## config.mk

```make
export PLATFORM = sky130hd
export DESIGN_NAME = alu_arbiter
export DESIGN_NICKNAME = d
export VERILOG_FILES = /design/src/rtl/alu_arbiter.sv
export SDC_FILE = /design/constraint.sdc
export NUM_CORES = 1
export LEC_CHECK = 0
export BUFFER_PORTS_ARGS = -buffer_cell sky130_fd_sc_hd__buf_4
export CORE_MARGIN = 3
export CORE_UTILIZATION = 40
export DETAILED_ROUTE_END_ITERATION = 10
export PLACE_DENSITY = 0.79
export SYNTH_ARGS = -nofsm -noshare
export SYNTH_HDL_FRONTEND = slang
export SYNTH_SLANG_ARGS = --single-unit
export TNS_END_PERCENT = 1
```

## constraint.sdc

```tcl
create_clock -name clk -period 1.8 [get_ports clk]
set_input_delay 0.36 -clock clk [delete_from_list [all_inputs] [get_ports clk]]
set_output_delay 0.36 -clock clk [all_outputs]
set_load 0.05 [all_outputs]
```

## src/rtl/alu_arbiter.sv

```systemverilog
// Two-port valid/ready front end that time-shares one external combinational ALU.
// A single issue register holds the in-flight op; its result is returned to the owning port.
module alu_arbiter #(
  parameter int BIT_SIZE = 32,
  parameter int CNT_W    = 16,
  parameter bit RR_EN    = 1'b1
) (
  input  logic                clk,
  input  logic                rst_n,
  input  logic                req0_valid,
  output logic                req0_ready,
  input  logic [4:0]          req0_op,
  input  logic [BIT_SIZE-1:0] req0_src1,
  input  logic [BIT_SIZE-1:0] req0_src2,
  input  logic                req1_valid,
  output logic                req1_ready,
  input  logic [4:0]          req1_op,
  input  logic [BIT_SIZE-1:0] req1_src1,
  input  logic [BIT_SIZE-1:0] req1_src2,
  output logic                rsp0_valid,
  input  logic                rsp0_ready,
  output logic                rsp1_valid,
  input  logic                rsp1_ready,
  output logic [BIT_SIZE-1:0] rsp_result,
  output logic                rsp_br,
  output logic [4:0]          alu_op,
  output logic [BIT_SIZE-1:0] alu_src1,
  output logic [BIT_SIZE-1:0] alu_src2,
  input  logic [BIT_SIZE-1:0] alu_result,
  input  logic                alu_br,
  output logic [CNT_W-1:0]    grant_cnt0,
  output logic [CNT_W-1:0]    grant_cnt1
);

  logic                s_valid;
  logic                s_owner;
  logic [4:0]          s_op;
  logic [BIT_SIZE-1:0] s_src1;
  logic [BIT_SIZE-1:0] s_src2;
  logic                last_grant;
  logic                rsp_fire;
  logic                free;
  logic                grant;
  logic                accept;

  assign rsp0_valid = s_valid & ~s_owner;
  assign rsp1_valid = s_valid & s_owner;
  assign rsp_fire   = s_owner ? (rsp1_valid & rsp1_ready) : (rsp0_valid & rsp0_ready);
  // The slot is reusable in the same cycle its response is consumed.
  assign free       = rst_n & (~s_valid | rsp_fire);

  always_comb begin
    grant = 1'b0;
    if (req0_valid && req1_valid)
      grant = RR_EN ? ~last_grant : 1'b0;
    else
      grant = req1_valid;
  end

  assign req0_ready = free & ~grant & req0_valid;
  assign req1_ready = free & grant & req1_valid;
  assign accept     = req0_ready | req1_ready;

  always_ff @(posedge clk or negedge rst_n) begin
    if (!rst_n) begin
      s_valid    <= 1'b0;
      s_owner    <= 1'b0;
      s_op       <= '0;
      s_src1     <= '0;
      s_src2     <= '0;
      last_grant <= 1'b1;
    end else if (accept) begin
      s_valid    <= 1'b1;
      s_owner    <= grant;
      s_op       <= grant ? req1_op   : req0_op;
      s_src1     <= grant ? req1_src1 : req0_src1;
      s_src2     <= grant ? req1_src2 : req0_src2;
      last_grant <= grant;
    end else if (rsp_fire) begin
      s_valid    <= 1'b0;
    end
  end

  // Saturating acceptance counters, one per port.
  always_ff @(posedge clk or negedge rst_n) begin
    if (!rst_n) begin
      grant_cnt0 <= '0;
      grant_cnt1 <= '0;
    end else begin
      if (req0_ready && grant_cnt0 != '1)
        grant_cnt0 <= grant_cnt0 + CNT_W'(1);
      if (req1_ready && grant_cnt1 != '1)
        grant_cnt1 <= grant_cnt1 + CNT_W'(1);
    end
  end

  assign alu_op     = s_valid ? s_op   : '0;
  assign alu_src1   = s_valid ? s_src1 : '0;
  assign alu_src2   = s_valid ? s_src2 : '0;
  assign rsp_result = s_valid ? alu_result : '0;
  assign rsp_br     = s_valid & alu_br;

endmodule

```

# [Word level (Yosys, flattened, before mapping)]
# Index checks and enable logic that the tools add are counted.
[totals] inputBits=177 wordCells=43 register_bits=104 output_inout_bits=138
[classes] n_addsub=2 reduce_logical=4 n_mux=11 n_bitwise=16 n_eq_ne=2
[ops] op="32-bit 2-to-1 mux" n=5
[ops] op="16-bit by 1-bit adder with 16-bit output, second input constant" n=2
[ops] op="16-bit != test, second input constant" n=2
[ops] op="1-bit bitwise AND" n=10
[ops] op="5-bit 2-to-1 mux" n=2
[ops] op="1-bit 2-to-1 mux" n=4
[ops] op="1-bit inverter" n=4
[ops] op="1-bit logical AND" n=3
[ops] op="1-bit OR" n=2
[ops] op="2-bit nonzero test" n=1

# [Longest topological paths before layout]
[depth] ltp_word=10 mapped_depth=8 mapped_depth_nobuf=6

# [Worst setup path after synthesis]
# OpenSTA, ideal clock, no wires.
[synth_timing] path_kind="register to register" from="register s_owner" to="register grant_cnt0[14]" arrival_ns=1.973 path_stages_with_launch=6 setup_ns=0.125 period_less_slack_ns=2.098 path_slack_ns=-0.298 t_required_ns=1.675 n_path_buf=0 path_cell_list="dfrtp_1 -> mux2i_1 -> a221oi_4 -> and3_2 -> nand3_1 -> mux2_4"
[synth_between] elab_chain_len=9 elab_cells_between_ends=11 cone_classes="mux: 1; bitwise: 9; reduce/logical: 1"
[synth_rtl] item="from (decl)" line_no="36" rtl="logic s_owner;"
[synth_rtl] item="from (signal assigned)" line_no="74" rtl="s_owner <= grant;"
[synth_rtl] item="1-bit inverter" line_no="46" rtl="assign rsp0_valid = s_valid & ~s_owner;"
[synth_rtl] item="1-bit bitwise AND" line_no="46"
[synth_rtl] item="1-bit bitwise AND" line_no="48" rtl="assign rsp_fire = s_owner ? (rsp1_valid & rsp1_ready) : (rsp0_valid & rsp0_ready);"
[synth_rtl] item="1-bit 2-to-1 mux *" line_no="48"
[synth_rtl] item="1-bit OR *" line_no="50" rtl="assign free = rst_n & (~s_valid | rsp_fire);"
[synth_rtl] item="1-bit bitwise AND *" line_no="50"
[synth_rtl] item="1-bit bitwise AND * (2 in a row)" line_no="60" rtl="assign req0_ready = free & ~grant & req0_valid;"
[synth_rtl] item="via req0_ready" line_no="11" rtl="output logic req0_ready,"
[synth_rtl] item="1-bit logical AND *" line_no="90" rtl="if (req0_ready && grant_cnt0 != '1)"
[synth_rtl] item="to (signal assigned)" line_no="91" rtl="grant_cnt0 <= grant_cnt0 + CNT_W'(1);"
[synth_rtl] item="to (decl)" line_no="31" rtl="output logic [CNT_W-1:0] grant_cnt0,"
# The timed path passes the listed nets; every way through them passes the cells marked *.
# A chain may end at the register's enable or synchronous reset.

# [Worst setup path after layout]
[layout_timing] from="register s_owner" to="output port req0_ready"
[layout_between] elab_chain_len=8 elab_cells_between_ends=10 cone_classes="mux: 1; bitwise: 9"
[layout_rtl] item="1-bit inverter" line_no="46"
[layout_rtl] item="1-bit bitwise AND" line_no="46"
[layout_rtl] item="1-bit bitwise AND" line_no="48"
[layout_rtl] item="1-bit 2-to-1 mux *" line_no="48"
[layout_rtl] item="1-bit OR *" line_no="50"
[layout_rtl] item="1-bit bitwise AND *" line_no="50"
[layout_rtl] item="1-bit bitwise AND * (2 in a row)" line_no="60"
[layout_rtl] item="to (decl)" line_no="11"
# Every way passes the cells marked *; elsewhere a longest branch is shown, timed or not.

==> summary.txt <==
layout net count = 1072
CTS tree = yes
number of vias per cell = 4.84
setup slack after layout = -0.0902 ns
Final setup viols = 15
Post-Syn Area = 5540 um2
CP endpoint kind = output port
Max IR drop VDD = 0.00119 V
routed length per instance = 15.5 um
Final Hold Fails = 0
register clock-pin slew on the reported worst setup and hold paths = 0.07 ns
I/O Buffers = 314
RSZ-0062 raised after global routing = yes
ant diodes = 0
Clock Path Buffers = 2
Hold Crit Class = primary input to asynchronous set/reset pin
Final HPWL DP = 12.6 mm
CTS sink cnt = 104
final wirelength = 16.7 mm
#FFs+latches synth = 104
vias after detailed routing = 5186
Skew-Pair Late Insertion Delay = 0.34 ns
CTS HTree Levels = 3
run status = complete, but fails checks
Worst R2R Start = s_owner$_DFFE_PN0P_
Final Cell Area = 8860 um2
syn nets = 749
Die Y = 124 um
Lkg Pwr = 4.29 nW
dpl cell area = 8230 um2
Std-Cell Rows = 42
gpl congestion = 0.842
violated checks = setup timing
root buf cell = clkbuf_16
drt drc = 0
Levels on crit path = 4
Cell variety after synth = 39
initial antenna violation count = 0
die area = 15300 um2
min Tclk post-route = 1.89 ns
Tot GR Track Use = 0.208
CP startpoint kind = flip-flop
Crit path max-delay family = flip-flops
R2R setup slack = -0.04 ns
Final TNS setup = -0.304 ns
synthesized instance count = 570
Largest stage delay, worst path = 0.42 ns
PD cells = 1340 nW/um2
crit share post-route = 1.05
Routed Antenna Nets = 0
CP required = 1.44 ns
headroom to the max-slew limit = 0.481
Tightest Pin Transition = 0.779 ns
Finished Core Util = 0.661
Reg area = 2610 um2
vias in the first global route = 5019
Core Box Area = 13400 um2
drt pass-1 iters = 4
clock skew = 0.00529 ns
total CTS buffers = 9
first-pass GRT wire length = 25.2 mm
layout cell share with drive strength beyond 1 = 0.433
register area share after synthesis = 0.470
Syn Area/Cell = 9.73 um2
Layout Area Growth over Synthesis = 59.8%
Highest Clock Rate = 529 MHz
Pins Over Slew Limit = 0
gr ovfl total = 0
DIE WIDTH = 124 um
Max Cap Viol = 0
synth warn = 0
slowest CP cell = dfrtp_1
Fill cells = 1110
Reg-to-Reg End = grant_cnt0[14]$_DFFE_PN0P_
Setup CP Type = flip-flop to output port
Multi-input gate area = 2830 um2
number of DRC markers in iteration 0 = 209
IO Count = 315
cells along the critical path = mux2i_2 > a221oi_4 > buf_4 > buf_8
Worst Path Buf+Inv = 2
pin count of the biggest net entering global routing = 63
peak fanout along the critical path = 3
Initial Utilization = 0.414
Worst EP arrival = 1.53 ns
Reg2Reg Depth = 7
[cell usage in the layout (no fill, tap or decap), types with 2 or more instances in the layout]
cell | netlist | final
inv_1 | 3 | 2
dfrtp_1 | 103 | 102
mux2i_1 | 69 | 68
ha_1 | 2 | 2
nor2_1 | 76 | 76
nand2b_1 | 5 | 5
nand4_1 | 9 | 9
and3_1 | 8 | 7
a31oi_1 | 4 | 4
a21oi_1 | 72 | 69
clkbuf_16 | 0 | 9
buf_6 | 0 | 55
o21ai_0 | 2 | 2
inv_2 | 1 | 2
mux2_2 | 5 | 5
dlygate4sd3_1 | 0 | 2
a21boi_4 | 0 | 2
nand2_1 | 12 | 12
a21oi_2 | 0 | 3
xor2_1 | 7 | 7
and2_1 | 104 | 104
buf_12 | 0 | 5
buf_4 | 4 | 282
nor3_2 | 0 | 2
buf_8 | 0 | 3
nand3_1 | 16 | 16
xnor2_1 | 16 | 16
[worst register-to-register path: stages, from the launching register on]
cell and delay (ns):
dfrtp_1 0.42, mux2i_2 0.20, a221oi_4 0.26, buf_4 0.15
buf_4 0.12, and3_4 0.18, nand3_1 0.09, mux2_4 0.31
[logic make-up (layout without fill, tap and decap cells)]
group / after synthesis / count (layout) / synth area share
compound gates: 87 / 87 / 0.0894
flops: 104 / 104 / 0.470
buf+inv: 39 / 365 / 0.0332
mux: 76 / 76 / 0.139
fa+ha+maj: 2 / 2 / 0.00451
xor+xnor: 23 / 23 / 0.0363
simple gates: 239 / 239 / 0.227
[state kept, by name, indices dropped and copies added (netlist names)]
name        cells
grant_cnt1     16
last_grant      1
s_owner         1
s_valid         1
grant_cnt0     16
s_op            5
s_src1         32
s_src2         32
[layout make-up]
class / count / area share
clock buffers: 11 / 0.0274
inverters: 4 / 0.00169
clock inverters: 3 / 0.00494
repair buffers: 347 / 0.328
multi-input cells: 427 / 0.319
well taps: 176 / 0.0249
flip-flops and latches: 104 / 0.294
[where the power goes]
part / internal (W) / leakage [nW] / switching, W
logic: 0.00239 / 2.94 / 0.00419
registers: 0.00295 / 1.21 / 0.000409
clock network: 0.00110 / 0.141 / 0.000821
[how the worst max path moves through the flow]
stage / start / endpoint
floorplan: s_owner$_DFFE_PN0P_ / grant_cnt0[14]$_DFFE_PN0P_
global placement: s_owner$_DFFE_PN0P_ / grant_cnt0[14]$_DFFE_PN0P_
detailed placement: s_owner$_DFFE_PN0P_ / grant_cnt0[2]$_DFFE_PN0P_
CTS: s_owner$_DFFE_PN0P_ / req0_ready
global route: s_owner$_DFFE_PN0P_ / req0_ready
finish: s_owner$_DFFE_PN0P_ / req0_ready
[cells in the mapped netlist (all sizes together)]
| cell type | number | area, um2 |
|---|---|---|
| and2 | 106 | 666 |
| mux2 | 7 | 82.6 |
| dfstp | 1 | 26.3 |
| nand2 | 12 | 45.0 |
| nor4 | 1 | 6.26 |
| a21boi | 4 | 37.5 |
| buf | 22 | 120 |
| o211ai | 1 | 12.5 |
| nand4 | 9 | 56.3 |
| a211oi | 1 | 7.51 |
| nand3b | 1 | 7.51 |
| clkbuf | 13 | 48.8 |
| nand2b | 5 | 31.3 |
| dfrtp | 103 | 2580 |
| a21oi | 72 | 360 |
| mux2i | 69 | 691 |
| xnor2 | 16 | 140 |
| and3 | 9 | 57.6 |
| nor3b | 1 | 7.51 |
| nor2 | 76 | 285 |
| o21ai | 2 | 10.0 |
| a31oi | 4 | 25.0 |
| xor2 | 7 | 61.3 |
| inv | 4 | 15.0 |
| o21a | 1 | 7.51 |
| ha | 2 | 25.0 |
| nor3 | 2 | 10.0 |
| a221oi | 1 | 26.3 |
| nand3 | 16 | 80.1 |
| a21o | 1 | 8.76 |
| and4 | 1 | 8.76 |
[layer usage]
layer | GRT usage | wire length, um
met1 | 0.247 | 6450
met2 | 0.366 | 8500
met3 | 0.0536 | 1430
met4 | 0.0699 | 280
met5 | 0 | 0
[per-stage QoR]
stage	instances	worst slack [ns]	hold WS, ns	power (W)
after global routing	1072	-0.168	0.127	0.0125
final	1072	-0.0902	0.0989	0.0119
after floorplan	570	-0.283	0.0644	0.00757
after CTS	1071	-0.115	0.102	0.0120
after detailed placement	1051	0.0448	0.168	0.00971
after global placement	1051	0.0822	0.169	0.00962
[timing repair]
action / 4_1_cts / 5_1_grt
hold endpoints to repair: 9 / 0
pin swaps: 2 / 3
hold buffers: 2 / 0
endpoints found under the setup margin: 97 / 150
gates resized for setup: 66 / 9
setup buffers: 4 / 1
Power figures use the tool's default switching activity.
